$ cat config.mk
export PLATFORM = sky130hd
export DESIGN_NAME = song_select_ctrl_flat
export DESIGN_NICKNAME = d
export VERILOG_FILES = /design/src/rtl/song_select_ctrl_pkg.sv /design/src/rtl/song_select_ctrl_if.sv /design/src/rtl/song_select_ctrl_btn_debounce.sv /design/src/rtl/song_select_ctrl.sv /design/src/flat_wrapper.sv
export SDC_FILE = /design/constraint.sdc
export NUM_CORES = 1
export LEC_CHECK = 0
export BUFFER_PORTS_ARGS = -buffer_cell sky130_fd_sc_hd__buf_2
export CORE_ASPECT_RATIO = 0.9
export CORE_MARGIN = 3
export CORE_UTILIZATION = 40
export DETAILED_ROUTE_END_ITERATION = 6
export PLACE_DENSITY = 0.6
export REMOVE_ABC_BUFFERS = 1
export SYNTH_ARGS = -nofsm -noshare
export SYNTH_HDL_FRONTEND = slang
export SYNTH_SLANG_ARGS = --single-unit
$ cat constraint.sdc
create_clock -name clk -period 3.1 [get_ports clk]
set_clock_uncertainty 0.05 [all_clocks]
set_input_delay 0.465 -clock clk [delete_from_list [all_inputs] [get_ports clk]]
set_output_delay 0.465 -clock clk [all_outputs]
set_load 0.01 [all_outputs]
$ cat src/rtl/song_select_ctrl_pkg.sv
// Shared constants for the song menu: display mode codes, FSM state codes
// and selection wrap helpers. The display stage decodes the same mode values.
package song_select_ctrl_pkg;

  localparam logic [2:0] MODE_IDLE   = 3'b000;
  localparam logic [2:0] MODE_BROWSE = 3'b010;
  localparam logic [2:0] MODE_PLAY   = 3'b001;

  typedef enum logic [1:0] {
    ST_IDLE   = 2'd0,
    ST_BROWSE = 2'd1,
    ST_PLAY   = 2'd2
  } state_t;

  function automatic logic [2:0] mode_of(state_t s);
    case (s)
      ST_BROWSE: return MODE_BROWSE;
      ST_PLAY:   return MODE_PLAY;
      default:   return MODE_IDLE;
    endcase
  endfunction

  // Song numbers are 1-based, so both directions wrap between 1 and n.
  function automatic logic [3:0] wrap_next(logic [3:0] cur, logic [3:0] n);
    return (cur == n) ? 4'd1 : cur + 4'd1;
  endfunction

  function automatic logic [3:0] wrap_prev(logic [3:0] cur, logic [3:0] n);
    return (cur == 4'd1) ? n : cur - 4'd1;
  endfunction

endpackage

$ cat src/rtl/song_select_ctrl_if.sv
// Button inputs and display/player outputs of the song menu controller.
interface song_select_ctrl_if;
  import song_select_ctrl_pkg::*;

  // No valid/ready pairs here: buttons are raw levels, song_done and
  // song_start are single-cycle pulses, num/mode/play_active are held levels.
  logic       btn_up;
  logic       btn_down;
  logic       btn_confirm;
  logic       btn_back;
  logic       song_done;
  logic [3:0] num;
  logic [2:0] mode;
  logic       song_start;
  logic       play_active;
  state_t     state;
  logic [3:0] btn_level;

  modport master (
    output btn_up, btn_down, btn_confirm, btn_back, song_done,
    input  num, mode, song_start, play_active, state, btn_level
  );

  modport slave (
    input  btn_up, btn_down, btn_confirm, btn_back, song_done,
    output num, mode, song_start, play_active, state, btn_level
  );

endinterface

$ cat src/rtl/song_select_ctrl_btn_debounce.sv
// One push-button: 2-FF synchroniser, stability counter, accepted level and
// a single-cycle pulse on each accepted press (releases are silent).
module btn_debounce #(
  parameter int DEB_CYCLES = 2_000_000
) (
  input  logic clk,
  input  logic reset,
  input  logic raw,
  output logic level,
  output logic press
);

  localparam int CW = (DEB_CYCLES > 1) ? $clog2(DEB_CYCLES) : 1;
  localparam logic [CW-1:0] CNT_MAX = CW'(DEB_CYCLES - 1);

  logic          sync1;
  logic          sync2;
  logic [CW-1:0] cnt;

  always_ff @(posedge clk) begin
    if (!reset) begin
      sync1 <= 1'b0;
      sync2 <= 1'b0;
      cnt   <= '0;
      level <= 1'b0;
      press <= 1'b0;
    end else begin
      sync1 <= raw;
      sync2 <= sync1;
      press <= 1'b0;
      // Any sample agreeing with the accepted level restarts the stability window.
      if (sync2 == level) begin
        cnt <= '0;
      end else if (cnt == CNT_MAX) begin
        cnt   <= '0;
        level <= sync2;
        press <= sync2;
      end else begin
        cnt <= cnt + CW'(1);
      end
    end
  end

endmodule

$ cat src/rtl/song_select_ctrl.sv
// Menu controller: debounces four buttons and runs the IDLE/BROWSE/PLAY FSM
// that drives the display's song number/mode and the player start pulse.
module song_select_ctrl
  import song_select_ctrl_pkg::*;
#(
  parameter int DEB_CYCLES = 2_000_000,
  parameter int NUM_SONGS  = 3
) (
  input logic               clk,
  input logic               reset,
  song_select_ctrl_if.slave bus
);

  localparam logic [3:0] N_SONGS = 4'(NUM_SONGS);

  logic up_p, dn_p, ok_p, bk_p;
  logic up_l, dn_l, ok_l, bk_l;

  btn_debounce #(.DEB_CYCLES(DEB_CYCLES)) u_deb_up (
    .clk(clk), .reset(reset), .raw(bus.btn_up), .level(up_l), .press(up_p));
  btn_debounce #(.DEB_CYCLES(DEB_CYCLES)) u_deb_dn (
    .clk(clk), .reset(reset), .raw(bus.btn_down), .level(dn_l), .press(dn_p));
  btn_debounce #(.DEB_CYCLES(DEB_CYCLES)) u_deb_ok (
    .clk(clk), .reset(reset), .raw(bus.btn_confirm), .level(ok_l), .press(ok_p));
  btn_debounce #(.DEB_CYCLES(DEB_CYCLES)) u_deb_bk (
    .clk(clk), .reset(reset), .raw(bus.btn_back), .level(bk_l), .press(bk_p));

  state_t     state_q, state_d;
  logic [3:0] cur_q, cur_d;

  always_comb begin
    state_d = state_q;
    cur_d   = cur_q;
    case (state_q)
      ST_IDLE: begin
        if (ok_p && !bk_p) state_d = ST_BROWSE;
      end
      ST_BROWSE: begin
        // bk outranks ok, and either one suppresses a selection change.
        if (bk_p)                state_d = ST_IDLE;
        else if (ok_p)           state_d = ST_PLAY;
        else if (up_p && !dn_p)  cur_d   = wrap_next(cur_q, N_SONGS);
        else if (dn_p && !up_p)  cur_d   = wrap_prev(cur_q, N_SONGS);
      end
      ST_PLAY: begin
        if (bk_p || bus.song_done) state_d = ST_BROWSE;
      end
      default: state_d = ST_IDLE;
    endcase
  end

  // Outputs are registered from the next-state values so they move on the
  // same edge as the state itself.
  always_ff @(posedge clk) begin
    if (!reset) begin
      state_q         <= ST_IDLE;
      cur_q           <= 4'd1;
      bus.num         <= 4'd0;
      bus.mode        <= MODE_IDLE;
      bus.song_start  <= 1'b0;
      bus.play_active <= 1'b0;
    end else begin
      state_q         <= state_d;
      cur_q           <= cur_d;
      bus.num         <= (state_d == ST_IDLE) ? 4'd0 : cur_d;
      bus.mode        <= mode_of(state_d);
      bus.song_start  <= (state_d == ST_PLAY) && (state_q != ST_PLAY);
      bus.play_active <= (state_d == ST_PLAY);
    end
  end

  assign bus.state     = state_q;
  assign bus.btn_level = {bk_l, ok_l, dn_l, up_l};

endmodule

$ cat src/flat_wrapper.sv
// flat-port wrapper written by rule: the top's interface ports become plain ports
module song_select_ctrl_flat import song_select_ctrl_pkg::*;
#(
  parameter int DEB_CYCLES = 2_000_000,
  parameter int NUM_SONGS  = 3
)
  (clk, reset, bus_btn_up, bus_btn_down, bus_btn_confirm, bus_btn_back, bus_song_done, bus_num, bus_mode, bus_song_start, bus_play_active, bus_state, bus_btn_level);
  song_select_ctrl_if bus_i ();
  input logic clk;
  input logic reset;
  input wire logic [$bits(bus_i.btn_up)-1:0] bus_btn_up;
  input wire logic [$bits(bus_i.btn_down)-1:0] bus_btn_down;
  input wire logic [$bits(bus_i.btn_confirm)-1:0] bus_btn_confirm;
  input wire logic [$bits(bus_i.btn_back)-1:0] bus_btn_back;
  input wire logic [$bits(bus_i.song_done)-1:0] bus_song_done;
  output wire logic [$bits(bus_i.num)-1:0] bus_num;
  output wire logic [$bits(bus_i.mode)-1:0] bus_mode;
  output wire logic [$bits(bus_i.song_start)-1:0] bus_song_start;
  output wire logic [$bits(bus_i.play_active)-1:0] bus_play_active;
  output wire logic [$bits(bus_i.state)-1:0] bus_state;
  output wire logic [$bits(bus_i.btn_level)-1:0] bus_btn_level;
  assign bus_i.btn_up = bus_btn_up;
  assign bus_i.btn_down = bus_btn_down;
  assign bus_i.btn_confirm = bus_btn_confirm;
  assign bus_i.btn_back = bus_btn_back;
  assign bus_i.song_done = bus_song_done;
  assign bus_num = bus_i.num;
  assign bus_mode = bus_i.mode;
  assign bus_song_start = bus_i.song_start;
  assign bus_play_active = bus_i.play_active;
  assign bus_state = bus_i.state;
  assign bus_btn_level = bus_i.btn_level;
  song_select_ctrl #(.DEB_CYCLES(DEB_CYCLES), .NUM_SONGS(NUM_SONGS)) u_core (.clk(clk), .reset(reset), .bus(bus_i));
endmodule
---- After elaboration in Yosys (flattened, before gate mapping) ----
Cells that the tools add are included.
storage, ports and cells
  output and inout port bits .............. 15
  register bits ........................... 115
  input port bits ......................... 7
operators by class
  bitwise operators ....................... 9
  add/sub/neg operators ................... 6
  multiplexer cells ....................... 13
  eq/ne operators ......................... 15
  reduce and logical (&&, ||, !) cells .... 23
operators by type and width
  operator                                           number
  adder 21 x 1 -> 21 bit (second input constant)     4
  == test 21 bit (second input constant)             4
  2-to-1 mux 4 bit                                   7
  OR reduction 3 bit                                 8
  inverter 1 bit                                     9
  2-to-1 mux 2 bit                                   4
  AND reduction 2 bit                                4
  one-hot mux 2 bit (3 select lines)                 1
  adder 4 x 1 -> 4 bit (second input constant)       1
  == test 1 bit                                      4
  == test 2 x 1 -> 1 bit (second input constant)     2
  == test 2 bit (second input constant)              2
  == test 4 x 1 -> 1 bit (second input constant)     1
  == test 4 x 2 -> 1 bit (second input constant)     1
  logical AND 1 bit                                  4
  zero test 2 bit                                    2
  one-hot mux 2 bit (2 select lines)                 1
  subtractor 4 x 1 -> 4 bit (second input constant)  1
  zero test 1 bit                                    3
  inequality test 2 bit (second input constant)      1
  OR reduction 2 bit                                 1
  logical OR 1 bit                                   1

---- Longest topological paths before layout ----
  depth after elaboration ................. 7
  mapped depth ............................ 6
  gate-level depth less buffers ........... 6

---- Hierarchy ----
A second synthesis with hierarchy kept.
second synthesis, totals
  cell total of the unflattened synthesis .. 575
  area total of the unflattened synthesis .. 5171.2 um2
by module, submodules not included
  module                               times used  cells each  sequential area each (um2)  area an instance (um2)
  btn_debounce at u_core.u_deb_bk ...  3           121         500.5                       1079.8
  btn_debounce at u_core.u_deb_ok      1           127         500.5                       1143.6
  song_select_ctrl                     1           85          260.2                       788.3

---- Least setup slack after synthesis ----
No wires, ideal clock.
  path type ............................... register -> register
  start ................................... register u_core.u_deb_dn.cnt[0]
  end ..................................... register u_core.u_deb_dn.cnt[18]
  cell stages (with the launch flop) ...... 7
  path buffers ............................ 1
  clock period less this slack ............ 1978 ps
  setup slack ............................. 1122 ps
  data arrival time ....................... 1857 ps
  library setup time ...................... 71 ps
  cell sequence ........................... dfxtp_1 -> ha_1 -> nand2_1 -> or4_1 -> buf_2 -> or4_1 -> a21oi_1
between the ends
  longest elaborated chain between the ends .. 2
  elaborated cells on any way between the ends .. 3
  classes of those cells .................. 1 x add/sub; 1 x eq/ne; 1 x reduce/logical
RTL lines
  what                                                            line                                 source
  from (decl)                                                     song_select_ctrl_btn_debounce.sv:18  logic [CW-1:0] cnt;
  from (signal assigned)                                          song_select_ctrl_btn_debounce.sv:39  cnt <= cnt + CW'(1);
  branches (longest 2 deep; another with adder 21 x 1 -> 21 bit)  -
Several ways; the timed one is not identified.
A chain may end at the register's enable or synchronous reset.

---- Final worst setup path ----
  start ................................... register u_core.u_deb_dn.cnt[0]
  end ..................................... register u_core.u_deb_dn.cnt[20]
Same word-level chain as after synthesis.

==> out/metrics.cfg <==
[status]
status = finished, final reports clean

[route]
met2WireLength_mm = 4.711
route.detailed.vias_per_inst = 5.281
dr_wl_met3_um = 241
met1_length_mm = 4.984
drc_errors = 0
detailedRoute.firstPassIterationCount = 4
ant_nets = 0
avgRoutedWirePerCell_um = 13.14
route.vias.total = 4066
top_signal_layer_used = met4
wl_mm = 10.12
drt_iter0_drc = 246

[global_routing]
grt.total_usage = 0.1506
antenna_found_initial = 0
global_route.overflow_total = 0
grt_pass1_vias = 3761
wire_length_of_the_first_global_routing_pass_mm = 17.33
grt_start_max_net_pins = 23

[sta]
hold_viol = 0
min_period_over_period = 0.6829
min_period_ns = 2.117
fin_ws_ns = 0.9831
rsz0062_at_grt = no
finalMaxSlewViolations = 0
worst_slew_margin_rel = 0.6735
finalSetupViolations = 0
timing_worst_slew_pin_value_ns = 0.4830
setup-tns-final_ns = 0
fmax_mhz = 472.4

[floorplan]
initial_core_util = 0.4154
num_io_pins = 22
floorplan_die_height_um = 112.9
core.rowCount = 38
placeableCoreArea_um2 = 12220
dieArea_um2 = 14080
horizontal_extent_of_the_die_um = 124.7

[power_and_ir_drop]
switching_power_uw = 644.9
total_leakage_power_uw = 0.001905
p_int_uw = 2689
clock_power_share = 0.551
p_sw_frac = 0.1935
part_of_the_power_in_registers = 0.440
power.share.combinational = 0.009
power.density_nw_per_um2 = 569.4
peakVddDrop_uv = 345.6

[yosys]
synthTopCellsByArea = sky130_fd_sc_hd__dfxtp_1 (45%), sky130_fd_sc_hd__xor2_1 (5.0%), sky130_fd_sc_hd__nor2_1 (4.9%), sky130_fd_sc_hd__xnor2_1 (4.7%), sky130_fd_sc_hd__nand3_1 (3.4%)
sequential_element_share_of_the_synthesized_area = 0.4456
synth-edff-count = 0
synth.cell_area_um2 = 5076
ys_ff_latch = 113
synth_cell_count_leaders = sky130_fd_sc_hd__dfxtp_1 (113), sky130_fd_sc_hd__nor2_1 (66), sky130_fd_sc_hd__nand3_1 (34)
synth_most_common_cell = sky130_fd_sc_hd__dfxtp_1
yosys_warnings = 0
syn_avg_cell_area_um2 = 8.752
synth_area_leader_cell = sky130_fd_sc_hd__dfxtp_1
synth_cells = 580
synthArstFlopShare = 0
synth.lib_cells_used.distinct = 53
synth_top_cell_area_share = 0.4456
yosys_most_used_dff = sky130_fd_sc_hd__dfxtp_1

[finish]
syn2layout_area_growth_pct = 15.33
n_antenna_cell = 0
layout.nets = 612
layout-drive-gt1-share = 0.1049

[setup_path]
rr_startpoint = u_core.u_deb_dn.cnt[0]
required_ns = 3.39
cp-start-kind = flip-flop
regToRegSetupSlack_ns = 0.98
worstPathArrival_ns = 2.41
critical_path_class = flip-flop to flip-flop
worst_setup_path_end_kind = flip-flop
worstReg2RegEnd = u_core.u_deb_dn.cnt[20]
rr_worst_depth = 5
cp_max_fo = 8

[cts]
clock_path_buffers = 2
cts_tree = built
post-cts-setup-buffers = 0
root_buffer_cell = sky130_fd_sc_hd__clkbuf_16
clk_pin_slew_ns = 0.05
clk_latency_ns = 0.42
cts-resized-gates = 0
ctsHoldBuffers = 0
cts-htree-levels = 4
numCtsBuffers = 17
cts.sinks = 113

[placed_design]
buffer_ports.inserted = 20
pre_cts_ws_ns = 0.9428
hpwl_mm = 6.841
place.gp.congestion = 0.8047

[job]
timing.max_cap.violations = 0

[worst_hold_path]
hold_path.class = input port to flip-flop
min-delay-start = bus_btn_back
whs_path_depth = 2
timing.hold.worst_endpoint = u_core.u_deb_bk.sync1

-- routing by layer --
layer / track usage / vias to the layer above
met1: 0.1872 / 1910
met4: 0.07670 / 0
met5: 0 / -
met2: 0.2385 / 37
met3: 0.04483 / 15
li1: - / 2104
-- cells in the final DEF (no fill, tap or decap), types with 17 or more instances in the layout --
master,count
sky130_fd_sc_hd__dfxtp_1,113
sky130_fd_sc_hd__nor2_1,66
sky130_fd_sc_hd__nand3_1,34
sky130_fd_sc_hd__a21oi_1,31
sky130_fd_sc_hd__xor2_1,29
sky130_fd_sc_hd__nand2_1,29
sky130_fd_sc_hd__xnor2_1,27
sky130_fd_sc_hd__o21ai_0,25
sky130_fd_sc_hd__or3_1,24
sky130_fd_sc_hd__nand4_1,21
sky130_fd_sc_hd__buf_2,20
sky130_fd_sc_hd__inv_1,19
sky130_fd_sc_hd__and2_1,17
sky130_fd_sc_hd__clkbuf_16,17
-- stage by stage --
| stage | utilization | power (uW) | instance area [um2] | hold WS, ns | instances |
|---|---|---|---|---|---|
| floorplan | - | 1509 | 4955 | 0.3618 | 555 |
| global placement | 0.4325 | 1525 | 5285 | 0.3655 | 739 |
| detailed placement | 0.4325 | 1526 | 5285 | 0.3709 | 739 |
| CTS | 0.4791 | 3382 | 5854 | 0.2001 | 770 |
| global route | 0.4791 | 3454 | 5854 | 0.2098 | 770 |
| finish | 0.4791 | 3334 | 5854 | 0.2184 | 770 |
-- cells by family (layout without fill, tap and decap cells) --
logic type               after synthesis  after routing  share of synthesized area
XOR/XNOR                              56             56                    0.09662
AND/OR/NAND/NOR                      274            274                     0.3022
adder cells (fa/ha/maj)                7              7                    0.01725
other                                  1              1                  0.0007388
flip-flops                           113            113                     0.4456
buffers and inverters                 45             75                    0.03870
AO/OA/AOI/OAI                         84             84                    0.09885
-- state kept, by name (all words and copies together), names as in the netlist, 2 cells and up --
name,count
u_core.u_deb_ok.cnt,21
u_core.u_deb_bk.cnt,21
u_core.u_deb_dn.cnt,21
u_core.bus.num,4
u_core.bus.mode,2
u_core.u_deb_up.cnt,21
u_core.cur_q,4
u_core.bus.state,2
-- critical path, cell delays in order, from the launching register on --
cell and delay, ns:
sky130_fd_sc_hd__dfxtp_1 0.39, sky130_fd_sc_hd__ha_1 0.27, sky130_fd_sc_hd__nand2_1 0.13, sky130_fd_sc_hd__or4_1 0.64, sky130_fd_sc_hd__or4_1 0.43, sky130_fd_sc_hd__a21oi_1 0.14
-- worst max path at each step --
stage | from | end | cells past startpoint
final | u_core.u_deb_dn.cnt[0] | u_core.u_deb_dn.cnt[20] | 5
after global routing | u_core.u_deb_dn.cnt[0] | u_core.u_deb_dn.cnt[20] | 5
after CTS | u_core.u_deb_dn.cnt[0] | u_core.u_deb_dn.cnt[20] | 5
after detailed placement | reset | u_core.bus.num[1] | 5
after global placement | u_core.u_deb_dn.cnt[0] | u_core.u_deb_dn.cnt[18] | 5
after floorplan | u_core.u_deb_ok.cnt[13] | u_core.u_deb_ok.cnt[10] | 4
-- layout make-up --
type	instances	area [um2]
Timing Repair Buffer	24	130.1
Fill cell	1168	6365
Multi-Input combinational cell	422	2618
Inverter	20	75.07
Tap cell	160	200.2
Clock inverter	5	50.05
Clock buffer	26	519.2
Sequential cell	113	2262
-- power by group through the flow --
| stage | Sequential (uW) | Combinational, uW | Clock, uW |
|---|---|---|---|
| floorplan | 1490 | 15.7 | 0 |
| global placement | 1490 | 30.9 | 0 |
| detailed placement | 1490 | 31.2 | 0 |
| CTS | 1460 | 31.6 | 1890 |
| global route | 1460 | 35.3 | 1950 |
| finish | 1470 | 30.6 | 1840 |
Power figures use the tool's default switching activity.
